### src/rtl/uart_frame_pkg.sv
// Shared types and constants for the uart_core frame decoder slice.
package uart_frame_pkg;

    // Frame parser states
    typedef enum logic [1:0] {
        HUNT,
        LEN,
        PAY,
        CHK
    } parser_state_t;

    // Rx FIFO fetch engine states
    typedef enum logic [1:0] {
        F_IDLE,
        F_PULSE,
        F_WAIT
    } fetch_state_t;

    // Default start-of-frame marker
    localparam logic [7:0] SOF_DEFAULT = 8'hA5;

endpackage

### src/rtl/uart_rx_fetch.sv
// Drains uart_core's Rx FIFO one byte at a time. Each byte costs one
// rx_pulse cycle plus RD_WAIT quiet cycles, so uart_core's edge detector
// always sees a clean low-then-high per pop. rx_data is taken on the last
// quiet cycle, when byte_strobe is high for exactly that cycle.
// Handshake: rx_empty is only looked at in F_IDLE; a byte is consumed by
// the caller in the single cycle byte_strobe=1, with rx_byte valid then.
module uart_rx_fetch
    import uart_frame_pkg::*;
#(
    parameter int RD_WAIT = 3
) (
    input  logic       clk,
    input  logic       nrst,
    input  logic       rx_empty,
    input  logic [7:0] rx_data,
    output logic       rx_pulse,
    output logic [7:0] rx_byte,
    output logic       byte_strobe
);

    localparam int WW = (RD_WAIT < 2) ? 1 : $clog2(RD_WAIT + 1);

    fetch_state_t   state;
    fetch_state_t   state_next;
    logic [WW-1:0]  wait_cnt;

    assign rx_byte = rx_data;

    // Fetch state register
    always_ff @(posedge clk or negedge nrst) begin
        if (!nrst) state <= F_IDLE;
        else       state <= state_next;
    end

    // Quiet-cycle counter, restarted by every pulse
    always_ff @(posedge clk or negedge nrst) begin
        if (!nrst)                  wait_cnt <= '0;
        else if (state == F_PULSE)  wait_cnt <= '0;
        else if (state == F_WAIT)   wait_cnt <= wait_cnt + WW'(1);
    end

    // Next-state and pulse/strobe decode
    always_comb begin
        state_next  = state;
        rx_pulse    = 1'b0;
        byte_strobe = 1'b0;
        case (state)
            F_IDLE: begin
                if (!rx_empty) state_next = F_PULSE;
            end
            F_PULSE: begin
                rx_pulse   = 1'b1;
                state_next = F_WAIT;
            end
            F_WAIT: begin
                if (wait_cnt == WW'(RD_WAIT - 1)) begin
                    byte_strobe = 1'b1;
                    state_next  = F_IDLE;
                end
            end
            default: state_next = F_IDLE;
        endcase
    end

endmodule

### src/rtl/uart_frame_decoder.sv
// Parses SOF / LEN / payload / checksum frames from uart_core's Rx FIFO.
// Payload bytes are streamed as they arrive; frame_ok or frame_err follows
// once the checksum (sum of LEN and payload, mod 256) is seen, or a frame
// is abandoned on a bad LEN or an inter-byte gap timeout.
// m_valid/m_last/frame_ok/frame_err are single-cycle strobes with no
// backpressure: the consumer must take them in the cycle they appear.
module uart_frame_decoder
    import uart_frame_pkg::*;
#(
    parameter logic [7:0] SOF_BYTE       = SOF_DEFAULT,
    parameter int         MAX_LEN        = 64,
    parameter int         RD_WAIT        = 3,
    parameter int         TIMEOUT_CYCLES = 416_667
) (
    input  logic       clk,
    input  logic       nrst,
    input  logic [7:0] rx_data,
    input  logic       rx_empty,
    output logic       rx_pulse,
    output logic [7:0] m_data,
    output logic       m_valid,
    output logic       m_last,
    output logic       frame_ok,
    output logic       frame_err,
    output logic [7:0] err_count,
    output logic       busy
);

    localparam int         TW    = $clog2(TIMEOUT_CYCLES);
    localparam logic [7:0] MAX_B = 8'(MAX_LEN);

    logic [7:0]    rx_byte;
    logic          byte_strobe;
    parser_state_t state;
    parser_state_t state_next;
    logic [7:0]    len_r;
    logic [7:0]    cnt;
    logic [7:0]    sum;
    logic [TW-1:0] tmo;
    logic [7:0]    cnt_inc;
    logic          timeout_hit;
    logic          pay_fire;
    logic          last_fire;
    logic          ok_fire;
    logic          err_fire;

    uart_rx_fetch #(.RD_WAIT(RD_WAIT)) u_fetch (
        .clk         (clk),
        .nrst        (nrst),
        .rx_empty    (rx_empty),
        .rx_data     (rx_data),
        .rx_pulse    (rx_pulse),
        .rx_byte     (rx_byte),
        .byte_strobe (byte_strobe)
    );

    assign busy    = (state != HUNT);
    assign cnt_inc = cnt + 8'd1;
    // The gap counter is about to reach TIMEOUT_CYCLES-1; a byte arriving
    // in the same cycle takes priority and restarts the count instead.
    assign timeout_hit = busy && !byte_strobe && (tmo == TW'(TIMEOUT_CYCLES - 2));

    // Parser state register
    always_ff @(posedge clk or negedge nrst) begin
        if (!nrst) state <= HUNT;
        else       state <= state_next;
    end

    // Parser next-state and per-byte event decode
    always_comb begin
        state_next = state;
        pay_fire   = 1'b0;
        last_fire  = 1'b0;
        ok_fire    = 1'b0;
        err_fire   = 1'b0;
        if (byte_strobe) begin
            case (state)
                HUNT: begin
                    if (rx_byte == SOF_BYTE) state_next = LEN;
                end
                LEN: begin
                    if (rx_byte == 8'd0 || rx_byte > MAX_B) begin
                        err_fire   = 1'b1;
                        state_next = HUNT;
                    end else begin
                        state_next = PAY;
                    end
                end
                PAY: begin
                    pay_fire = 1'b1;
                    if (cnt_inc == len_r) begin
                        last_fire  = 1'b1;
                        state_next = CHK;
                    end
                end
                CHK: begin
                    if (rx_byte == sum) ok_fire  = 1'b1;
                    else                err_fire = 1'b1;
                    state_next = HUNT;
                end
                default: state_next = HUNT;
            endcase
        end else if (timeout_hit) begin
            err_fire   = 1'b1;
            state_next = HUNT;
        end
    end

    // Output strobes, payload byte and saturating error counter
    always_ff @(posedge clk or negedge nrst) begin
        if (!nrst) begin
            m_data    <= 8'd0;
            m_valid   <= 1'b0;
            m_last    <= 1'b0;
            frame_ok  <= 1'b0;
            frame_err <= 1'b0;
            err_count <= 8'd0;
        end else begin
            m_valid   <= pay_fire;
            m_last    <= last_fire;
            frame_ok  <= ok_fire;
            frame_err <= err_fire;
            if (pay_fire)                       m_data    <= rx_byte;
            if (err_fire && err_count != 8'hFF) err_count <= err_count + 8'd1;
        end
    end

    // Frame length, payload count and running checksum
    always_ff @(posedge clk or negedge nrst) begin
        if (!nrst) begin
            len_r <= 8'd0;
            cnt   <= 8'd0;
            sum   <= 8'd0;
        end else if (byte_strobe && state == LEN) begin
            len_r <= rx_byte;
            cnt   <= 8'd0;
            sum   <= rx_byte;
        end else if (pay_fire) begin
            cnt   <= cnt_inc;
            sum   <= sum + rx_byte;
        end
    end

    // Inter-byte gap counter, only running while inside a frame
    always_ff @(posedge clk or negedge nrst) begin
        if (!nrst)                        tmo <= '0;
        else if (byte_strobe || !busy)    tmo <= '0;
        else                              tmo <= tmo + TW'(1);
    end

endmodule

### config.mk
export PLATFORM = sky130hd
export DESIGN_NAME = uart_frame_decoder
export DESIGN_NICKNAME = d
export VERILOG_FILES = /design/src/rtl/uart_frame_pkg.sv /design/src/rtl/uart_rx_fetch.sv /design/src/rtl/uart_frame_decoder.sv
export SDC_FILE = /design/constraint.sdc
export NUM_CORES = 1
export LEC_CHECK = 0
export ABC_AREA = 1
export ABC_CLOCK_PERIOD_IN_PS = 4100
export BUFFER_PORTS_ARGS = -buffer_cell sky130_fd_sc_hd__buf_2
export CAP_MARGIN = 10
export CORE_MARGIN = 8
export CORE_UTILIZATION = 40
export DETAILED_ROUTE_END_ITERATION = 10
export GPL_ROUTABILITY_DRIVEN = 0
export SYNTH_ARGS = -nofsm -noshare
export SYNTH_HDL_FRONTEND = slang
export SYNTH_SLANG_ARGS = --single-unit
### constraint.sdc
create_clock -name clk -period 4.1 [get_ports clk]
set_clock_uncertainty 0.15 [all_clocks]
set_input_delay 0.82 -clock clk [delete_from_list [all_inputs] [get_ports clk]]
set_output_delay 0.82 -clock clk [all_outputs]
set_load 0.05 [all_outputs]
==> results.py, run 1 <==
metrics = {
    "sta": {
        "timing.fmax_ghz": 0.3999,
        "rsz0062_at_grt": "no",
        "slew_viol_final": 0,
        "fin_crit_sh_pct": 61.00,
        "period_minus_slack_ns": 2.501,
        "maxSlewHeadroom_pct": 40.52,
        "timing_hold_violations_final": 0,
        "tightest_slew_ns": 0.8922,
        "finalSetupTns_ns": 0,
        "setup_violations": 0,
    },
    "synthesis": {
        "syn_inst": 478,
        "synth.avg_cell_area_um2": 8.010,
        "yosys_warnings": 0,
        "synth_edf_count": 0,
        "synthDistinctLibCells": 39,
        "synthArstFlopShare_pct": 100.0,
        "netlist_area_um2": 3829,
        "yosysSeqAreaShare_pct": 45.10,
        "ys_ff_latch": 69,
        "synth_nets": 506,
        "ys.flop_type": "dfrtp_1",
    },
    "worst_hold_path": {
        "holdCritStartpoint": "m_data[3]",
        "min_to": "m_data[3]",
        "hold_class": "reg -> reg",
        "worstHoldPathCells": 2,
    },
    "finish": {
        "fin_util_pct": 46.32,
        "layout.cells.non_filler": 649,
        "area_growth_pct": 12.32,
        "most-common-layout-cells": "nand2_1, dfrtp_1, inv_1",
        "multi_input_area_um2": 1858,
        "seq_area_um2": 1727,
        "n_antenna_cell": 0,
        "drive_gt1_share_pct": 15.38,
        "fill_cells": 970,
        "nets": 545,
        "layout_commonest_cell": "nand2_1",
    },
    "worst_setup_path": {
        "worstRegToRegCells": 9,
        "arrival_ns": 2.60,
        "rrSetupSlack_ns": 1.60,
        "rr_endpoint": "sum[1]",
        "cp_cell_sequence": "inv_1, ha_1, nand2_2, nor2_2, nand2_2, inv_2, nor2_4, inv_1, o221ai_1",
        "critPathMaxFanout": 26,
        "critPathTopFamily": "simple AND/OR/NAND/NOR gates",
        "max_stage_delay_ns": 0.38,
        "crit_buf_inv": 3,
        "crit_required_ns": 4.20,
        "cp_slowest_cell": "nand2_2",
        "setup.worst_path.start_class": "flip-flop",
        "endpoint_kind": "flip-flop",
        "path_class": "reg -> reg",
        "r2r-start": "u_fetch.state[0]",
    },
    "drt": {
        "ant_nets": 0,
        "drt_iter0_drc": 144,
        "drc": 0,
        "wl_per_cell_um": 13.06,
        "avgViaCountPerCell": 4.948,
        "num_vias": 3211,
        "routed_wl_mm": 8.474,
        "drtPass1Iterations": 4,
    },
    "die": {
        "rows": 35,
        "initial_core_util_pct": 41.24,
        "die_x_um": 113.8,
        "core_region_area_um2": 9284,
        "die_h_um": 113.8,
        "ios": 33,
        "die_area_um2": 12960,
    },
    "global_routing": {
        "antenna_found_initial": 0,
        "grt_pass1_vias": 3185,
        "track_usage_pct": 14.00,
        "grt_overflow_total": 0,
        "grt_pass1_wl_mm": 14.66,
        "grt_max_degree": 70,
    },
    "clock_network": {
        "clock-sinks": 69,
        "htree_levels": 3,
        "root_buffer": "clkbuf_8",
        "post_cts_buffers": 0,
        "clock_path_buffers": 2,
        "path_clk_slew_ns": 0.07,
        "hold_buffers": 0,
        "cts_buffers": 9,
        "clk_latency_ns": 0.34,
        "tritoncts": "yes",
        "cts_resized": 0,
    },
    "placed_design": {
        "io_buffers": 32,
        "dp_cells": 635,
        "dp_hpwl_mm": 6.231,
    },
    "pwr": {
        "leakagePower_uw": 0.002085,
        "powerDensity_nw_per_um2": 377.2,
        "irDropWorstVdd_mv": 0.2858,
    },
    "outcome": {
        "status": "finished, final reports clean",
    },
    "run": {
        "maxCapViolations": 0,
    },
}
flip-flops by register name, indices dropped and copies added, names as in the netlist:
signal            count
sum                   8
len_r                 8
m_valid               1
m_data                8
cnt                   8
frame_ok              1
tmo                  19
m_last                1
frame_err             1
state                 2
err_count             8
u_fetch.state         2
u_fetch.wait_cnt      2
worst min-delay path: cells and delay by family, from the launching register on:
family,cells,cell delay [ns]
flip-flops,1,0.34
AND/OR/NAND/NOR,2,0.10
worst max-delay path by stage:
| stage | endpoint | cells after the start | slack [ns] | from |
|---|---|---|---|---|
| 2_1_floorplan | sum[6] | 10 | 1.84 | rx_data[0] |
| 3_3_place_gp | err_count[2] | 9 | 1.54 | rx_data[6] |
| 3_5_place_dp | err_count[2] | 9 | 1.53 | rx_data[6] |
| 4_1_cts | sum[1] | 9 | 1.58 | u_fetch.state[0] |
| 5_1_grt | cnt[7] | 9 | 1.40 | u_fetch.state[0] |
| 6_report | sum[1] | 9 | 1.60 | u_fetch.state[0] |
power by group:
group          internal [µW]  total (µW)  switching [µW]
Sequential               738         774            35.9
Combinational            122         357             235
Clock                    244         491             247
synthesized netlist by cell type, types with 2 or more instances:
master,count,area (µm²)
a21oi_1,18,90.09
xnor2_1,3,26.28
ha_1,16,200.2
o21bai_1,2,15.01
nor2_4,3,33.78
nor3_1,11,55.05
nand2_2,6,37.54
o21ai_2,2,17.52
nor4_1,3,18.77
nor3_4,2,32.53
buf_2,3,15.01
o211ai_1,2,15.01
o22ai_1,5,31.28
inv_1,51,191.4
nand3_2,4,40.04
nand4_1,4,25.02
nand3_1,42,210.2
xor2_1,11,96.34
nor2_2,6,37.54
o21ai_1,3,15.01
inv_2,7,26.28
nor2_1,33,123.9
nand2_1,132,495.5
dfrtp_1,69,1727
o21ai_0,25,125.1
clkbuf_1,2,7.510
final cells by class:
cell class	instances	share of cell area, %
Timing Repair Buffer	33	3.899
Clock buffer	12	3.608
Multi-Input combinational cell	345	43.21
Sequential cell	69	40.15
Clock inverter	2	0.2328
Tap cell	129	3.753
Inverter	59	5.150
cells by family (layout without fill, tap and decap cells):
| logic type | count (synthesis) | in the layout | share of synthesized area (%) |
|---|---|---|---|
| xor+xnor | 14 | 14 | 3.203 |
| fa+ha+maj | 17 | 17 | 5.752 |
| flops | 69 | 69 | 45.10 |
| simple gates | 251 | 251 | 30.23 |
| compound gates | 63 | 63 | 9.347 |
| buf+inv | 64 | 106 | 6.372 |
metrics by stage:
step           area (µm²)  hold slack [ns]  power [µW]  setup slack, ns
2_1_floorplan        3829           0.3052        1055            1.839
3_3_place_gp         4135           0.3081        1138            1.537
3_5_place_dp         4135           0.3104        1146            1.528
4_1_cts              4300           0.3303        1637            1.580
5_1_grt              4300           0.3608        1730            1.404
6_report             4300           0.3284        1622            1.599
layer usage:
metal	global-route usage (%)	part of all wire, %
met3	2.166	3.6
met4	6.744	1.7
met1	18.31	48
met5	0	0
met2	22.09	46
No activity file was read; power rests on OpenSTA's default activity.
==> run 2, diff against run 1 <==
ABC_AREA = 0   (was 1)
ABC_CLOCK_PERIOD_IN_PS = 2100   (was 4100)
clock period = 2.1 ns   (was 4.1 ns; I/O delays follow)
==> run 2 against run 1 <==
The flow now finishes with violations (setup timing). Sequential share of layout area fell by 5.8 points. Combinational power rose to 5.5 times the previous value. First-iteration DRC count fell by 28%. Setup slack got worse by 1.9 ns. Register-to-register slack got worse by 1.9 ns. Clock-buffer cell count fell by 1. Critical path depth fell by 2. Total power rose to 3.0 times the previous value. Via count fell by 1.2%. Global-route usage rose by 0.76 points. Routed wire length rose by 7.0%.
==> results.py, run 2 <==
metrics = {
    "clock_network": {
        "root_buffer": "clkbuf_8",
        "tritoncts": "yes",
        "path_clk_slew_ns": 0.08,
        "clk_latency_ns": 0.35,
        "htree_levels": 3,
        "cts_buffers": 9,
        "clock_path_buffers": 2,
        "clock-sinks": 69,
    },
    "global_routing": {
        "grt_max_degree": 70,
        "grt_overflow_total": 0,
        "antenna_found_initial": 0,
        "track_usage_pct": 14.75,
        "grt_pass1_vias": 3179,
        "grt_pass1_wl_mm": 15.10,
    },
    "synthesis": {
        "synth_edf_count": 0,
        "synth_nets": 424,
        "netlist_area_um2": 3711,
        "synthTopCellsByCount": "nand2_1, dfrtp_1, nor2_1",
        "synth.avg_cell_area_um2": 9.371,
        "ys.flop_type": "dfrtp_1",
        "synth.area.top_cells": "dfrtp_1, nand2_1, ha_1",
        "yosysMostFrequentCell": "nand2_1",
        "yosysSeqAreaShare_pct": 46.53,
        "ys_ff_latch": 69,
        "yosys_warnings": 0,
        "yosysTopAreaCell": "dfrtp_1",
        "synth_top_area_share_pct": 46.53,
        "syn_inst": 396,
        "synthArstFlopShare_pct": 100.0,
        "synthDistinctLibCells": 54,
    },
    "drt": {
        "wl_per_cell_um": 14.57,
        "drc": 0,
        "drt_iter0_drc": 103,
        "ant_nets": 0,
        "num_vias": 3174,
        "avgViaCountPerCell": 5.103,
        "drtPass1Iterations": 4,
        "routed_wl_mm": 9.064,
    },
    "worst_setup_path": {
        "endpoint_kind": "flip-flop",
        "critPathMaxFanout": 2,
        "arrival_ns": 2.48,
        "r2r-start": "tmo[10]",
        "rrSetupSlack_ns": -0.30,
        "setup.worst_path.start_class": "flip-flop",
        "rr_endpoint": "err_count[1]",
        "worstRegToRegCells": 7,
        "crit_required_ns": 2.19,
        "path_class": "reg -> reg",
    },
    "finish": {
        "n_antenna_cell": 0,
        "largest-register": "tmo",
        "area_growth_pct": 35.43,
        "layout_commonest_cell": "buf_4",
        "nets": 534,
        "most-common-layout-cells": "buf_4, nand2_1, dfrtp_1",
        "drive_gt1_share_pct": 32.49,
        "largest_register_ffs": 19,
        "fin_area_um2": 5026,
        "fin_util_pct": 55.18,
    },
    "placed_design": {
        "dpl-instance-area_um2": 4544,
        "dp_hpwl_mm": 6.256,
        "io_buffers": 32,
    },
    "sta": {
        "rsz0062_at_grt": "yes",
        "setup_violations": 12,
        "maxSlewHeadroom_pct": 62.69,
        "fin_crit_sh_pct": 114.1,
        "timing.fmax_ghz": 0.4172,
        "period_minus_slack_ns": 2.397,
        "finalSetupTns_ns": -2.503,
        "slew_viol_final": 0,
        "tightest_slew_ns": 0.5597,
        "timing_hold_violations_final": 0,
        "layout_setup_ws_ns": -0.2968,
        "hold_slack_ns": 0.2618,
    },
    "pwr": {
        "irDropWorstVdd_mv": 0.6735,
        "leakagePower_uw": 0.002318,
        "powerDensity_nw_per_um2": 962.7,
    },
    "worst_hold_path": {
        "holdCritStartpoint": "rx_data[3]",
        "min_to": "len_r[3]",
        "hold_class": "in -> reg",
        "worstHoldPathCells": 4,
    },
    "outcome": {
        "violations": "setup timing",
        "status": "complete, but fails checks",
    },
    "die": {
        "die_x_um": 112.3,
        "initial_core_util_pct": 40.74,
        "rows": 35,
        "die_h_um": 112.3,
        "core_region_area_um2": 9109,
        "die_area_um2": 12620,
        "ios": 33,
    },
    "run": {
        "maxCapViolations": 0,
    },
}
-- run 2: cell types whose count changed after synthesis, sizes merged, moves of 6 or more --
cell,previous run,this run
xnor2,3,12
inv,58,15
nor3,14,8
clkbuf,2,11
o21ai,30,22
nand3,46,14
a21oi,19,13
xor2,11,22
nand2,139,72
-- run 2: per-stage QoR --
step                      instances  setup slack [ns]  power, µW
final                           622           -0.2968       4839
after global routing            622           -0.3967       5132
after floorplan                 396           -0.2880       2936
after global placement          594           -0.3984       3514
after CTS                       615           -0.3199       4792
after detailed placement        594           -0.4129       3563
-- run 2: worst max-delay path by stage --
stage                     from      endpoint  slack [ns]  cells past startpoint
finish                 tmo[10]  err_count[1]       -0.30                      7
detailed placement  rx_data[5]  err_count[3]       -0.41                      8
CTS                     tmo[5]  err_count[5]       -0.32                      7
floorplan           rx_data[1]  err_count[1]       -0.29                      6
global route            tmo[5]  err_count[1]       -0.40                      7
global placement    rx_data[4]  err_count[3]       -0.40                      8
-- run 2: cell families (layout without fill, tap and decap cells) --
kind of cell | after synthesis | after routing | synth area share, %
AOI/OAI and AO/OA | 64 | 64 | 11.40
xor gates and xnor gates | 34 | 34 | 8.024
adders and majority gates | 17 | 17 | 5.934
buffers and inverters | 27 | 142 | 2.731
DFF | 69 | 69 | 46.53
muxes | 4 | 4 | 1.146
and+or+nand+nor | 181 | 181 | 24.24
-- run 2: area by class of cell --
type | count | area (µm²)
fill | 820 | 4083
sequential | 69 | 1727
timing repair buffer | 111 | 809.5
inverter | 15 | 58.81
clock buffer | 11 | 151.4
clock inverter | 5 | 58.81
tap | 111 | 138.9
multi-input combinational | 300 | 2082
-- run 2: power by group --
group	switching (µW)	leakage (µW)	internal [µW]
Clock	530	0.000102	613
Combinational	1170	0.00136	798
Sequential	164	0.000853	1570
Total	1860	0.00232	2980
-- run 2: what timing repair did --
item                                    CTS  global route
endpoints found under the setup margin   20            25
hold buffers                              1             0
setup buffers                             4             6
resized for setup                        15            20
endpoints found under the hold margin    69             0
pin swaps                                 6             7
cloned                                    0             1
-- run 2: critical path, cell delays in order (launching register included) --
cell and delay, ns:
dfrtp_1 0.38, or4b_1 0.50, or3_4 0.35, nor4_4 0.24, a211oi_4 0.08, buf_4 0.15, nor2_2 0.13, mux2_4 0.31
-- run 2: per-layer routing --
layer,global-route usage (%),up-vias,wire length (µm)
met4,5.935,0,130
met3,3.113,8,297
met2,23.89,51,4306
li1,-,1595,-
met5,0,-,0
met1,18.81,1520,4330
==> run 3, diff against run 2 <==
--- a/config.mk
+++ b/config.mk
@@ -11,3 +11,2 @@
 export CAP_MARGIN = 10
-export CORE_MARGIN = 8
 export CORE_UTILIZATION = 40
==> constraint.sdc (replaced) <==
create_clock -name clk -period 2.1 [get_ports clk]
set_clock_uncertainty 0.15 [all_clocks]
set_input_delay 0.21 -clock clk [delete_from_list [all_inputs] [get_ports clk]]
set_output_delay 0.21 -clock clk [all_outputs]
set_load 0.05 [all_outputs]
==> run 3 against run 2 <==
The flow still finishes with violations (setup timing). First-iteration DRC count increased by 20%. Final cell count decreased by 1.8%. Hold slack got worse by 0.20 ns. Critical path type unchanged. Non-clock buffer count decreased by 8. Clock-buffer cell count unchanged. Clock power increased by 11%. Design area decreased by 1.4%. Core utilization increased by 0.80 points. Via count decreased by 1.2%.
==> results.py, run 3 (same netlist as run 2, synthesis figures left out) <==
metrics = {
    "worst_setup_path": {
        "arrival_ns": 2.42,
        "worstRegToRegCells": 6,
        "path_class": "reg -> reg",
        "critPathMaxFanout": 7,
        "crit_required_ns": 2.19,
        "crit_start": "tmo[10]",
        "r2r-start": "tmo[10]",
        "setup.worst_path.start_class": "flip-flop",
        "rrSetupSlack_ns": -0.23,
        "rr_endpoint": "err_count[1]",
        "endpoint_kind": "flip-flop",
    },
    "placed_design": {
        "io_buffers": 32,
        "dp_cells": 587,
        "dpl-instance-area_um2": 4482,
        "dp_hpwl_mm": 6.134,
    },
    "global_routing": {
        "grt_max_degree": 70,
        "grt_pass1_vias": 3148,
        "antenna_found_initial": 0,
        "grt_overflow_total": 0,
        "grt_pass1_wl_mm": 14.88,
        "track_usage_pct": 19.49,
    },
    "pwr": {
        "combPwrFrac_pct": 41.0,
        "p_int_uw": 3182,
        "clkPwrFrac_pct": 24.8,
        "p_switching_uw": 1894,
        "swShare_pct": 37.31,
        "leakagePower_uw": 0.002248,
        "irDropWorstVdd_mv": 0.6708,
        "power_frac_seq_pct": 34.2,
        "powerDensity_nw_per_um2": 1025,
    },
    "die": {
        "core_region_area_um2": 8848,
        "rows": 34,
        "die_h_um": 98.32,
        "die_area_um2": 9667,
        "ios": 33,
        "initial_core_util_pct": 41.94,
        "die_x_um": 98.32,
    },
    "sta": {
        "maxSlewHeadroom_pct": 68.49,
        "timing_hold_violations_final": 0,
        "slew_viol_final": 0,
        "fin_crit_sh_pct": 111.0,
        "setup_violations": 11,
        "layout_setup_ws_ns": -0.2313,
        "timing.fmax_ghz": 0.4289,
        "period_minus_slack_ns": 2.331,
        "tightest_slew_ns": 0.4711,
        "rsz0062_at_grt": "yes",
    },
    "drt": {
        "drtPass1Iterations": 6,
        "drc": 0,
        "avgViaCountPerCell": 5.131,
        "routed_wl_mm": 8.723,
        "drt_iter0_drc": 124,
        "num_vias": 3135,
        "wl_per_cell_um": 14.28,
        "ant_nets": 0,
    },
    "worst_hold_path": {
        "holdCritStartpoint": "rx_data[2]",
        "min_to": "m_data[2]",
        "hold_class": "in -> reg",
        "worstHoldPathCells": 4,
    },
    "finish": {
        "seq_area_um2": 1727,
        "nets": 526,
        "layout.cells.non_filler": 611,
        "n_antenna_cell": 0,
        "fin_area_um2": 4954,
        "largest-register": "tmo",
        "most-common-layout-cells": "nand2_1, dfrtp_1, buf_4",
        "layout_commonest_cell": "nand2_1",
        "multi_input_area_um2": 2081,
        "largest_register_ffs": 19,
        "drive_gt1_share_pct": 31.21,
        "fill_cells": 807,
        "area_growth_pct": 33.48,
    },
    "run": {
        "maxCapViolations": 0,
    },
    "clock_network": {
        "clk_latency_ns": 0.35,
        "tritoncts": "yes",
        "clock-sinks": 69,
        "htree_levels": 3,
        "clock_path_buffers": 2,
        "root_buffer": "clkbuf_8",
        "cts_buffers": 9,
        "path_clk_slew_ns": 0.08,
    },
    "outcome": {
        "status": "complete, but fails checks",
        "violations": "setup timing",
    },
}
[run 3: changes by cell type in the layout (fill, tap and decap cells not counted), moves of 3 or more]
cell,before,now
o21ai_1,7,4
ha_4,3,6
ha_1,12,9
o21ai_0,14,17
buf_4,72,66
[run 3: per-layer routing]
layer / part of all wire [%] / global-route usage, %
met1: 49 / 26.90
met4: 1.5 / 8.496
met3: 2.3 / 2.792
met2: 47 / 30.66
met5: 0 / 0
[run 3: how the worst max path moves through the flow]
stage | to | slack [ns] | depth (start not counted)
final | err_count[1] | -0.23 | 6
after global routing | err_count[1] | -0.33 | 6
after CTS | err_count[6] | -0.22 | 7
after detailed placement | err_count[1] | -0.36 | 8
after global placement | err_count[1] | -0.32 | 8
after floorplan | err_count[1] | -0.19 | 6
[run 3: power groups by stage]
stage	Clock (µW)	Sequential, µW	Combinational [µW]
global placement	0	1720	1790
floorplan	0	2000	933
CTS	1290	1720	1940
global route	1340	1770	2300
detailed placement	0	1730	1830
finish	1260	1730	2080
[run 3: layout make-up]
class / count / share of cell area, %
Tap cell: 108 / 2.728
Timing Repair Buffer: 103 / 14.50
Inverter: 15 / 1.187
Clock buffer: 11 / 3.056
Sequential cell: 69 / 34.86
Multi-Input combinational cell: 300 / 42.01
Clock inverter: 5 / 1.667
[run 3: what timing repair did]
action / CTS / global route
endpoints found under the hold margin: 70 / 0
endpoints found under the setup margin: 19 / 24
buffers inserted: 1 / 5
pin swaps: 8 / 13
hold buffers: 2 / 0
resized for setup: 15 / 17
[run 3: worst max-delay path: stages, from the launching register on]
cell	delay, ns
dfrtp_1	0.38
or4b_1	0.51
or3_4	0.35
nor4_4	0.22
a211oi_4	0.13
nor2_2	0.18
mux2_4	0.31
[run 3: metrics by stage]
| step | power, µW | TNS (ns) | utilization (%) | hold WS, ns | setup WS, ns |
|---|---|---|---|---|---|
| 2_1_floorplan | 2929 | -0.9735 | - | -0.2356 | -0.1930 |
| 3_3_place_gp | 3512 | -2.629 | 50.65 | 0.1117 | -0.3165 |
| 3_5_place_dp | 3561 | -3.074 | 50.65 | 0.1156 | -0.3582 |
| 4_1_cts | 4948 | -1.620 | 54.75 | 0.05635 | -0.2221 |
| 5_1_grt | 5403 | -3.464 | 55.98 | 0.09273 | -0.3305 |
| 6_report | 5075 | -1.764 | 55.98 | 0.06475 | -0.2313 |
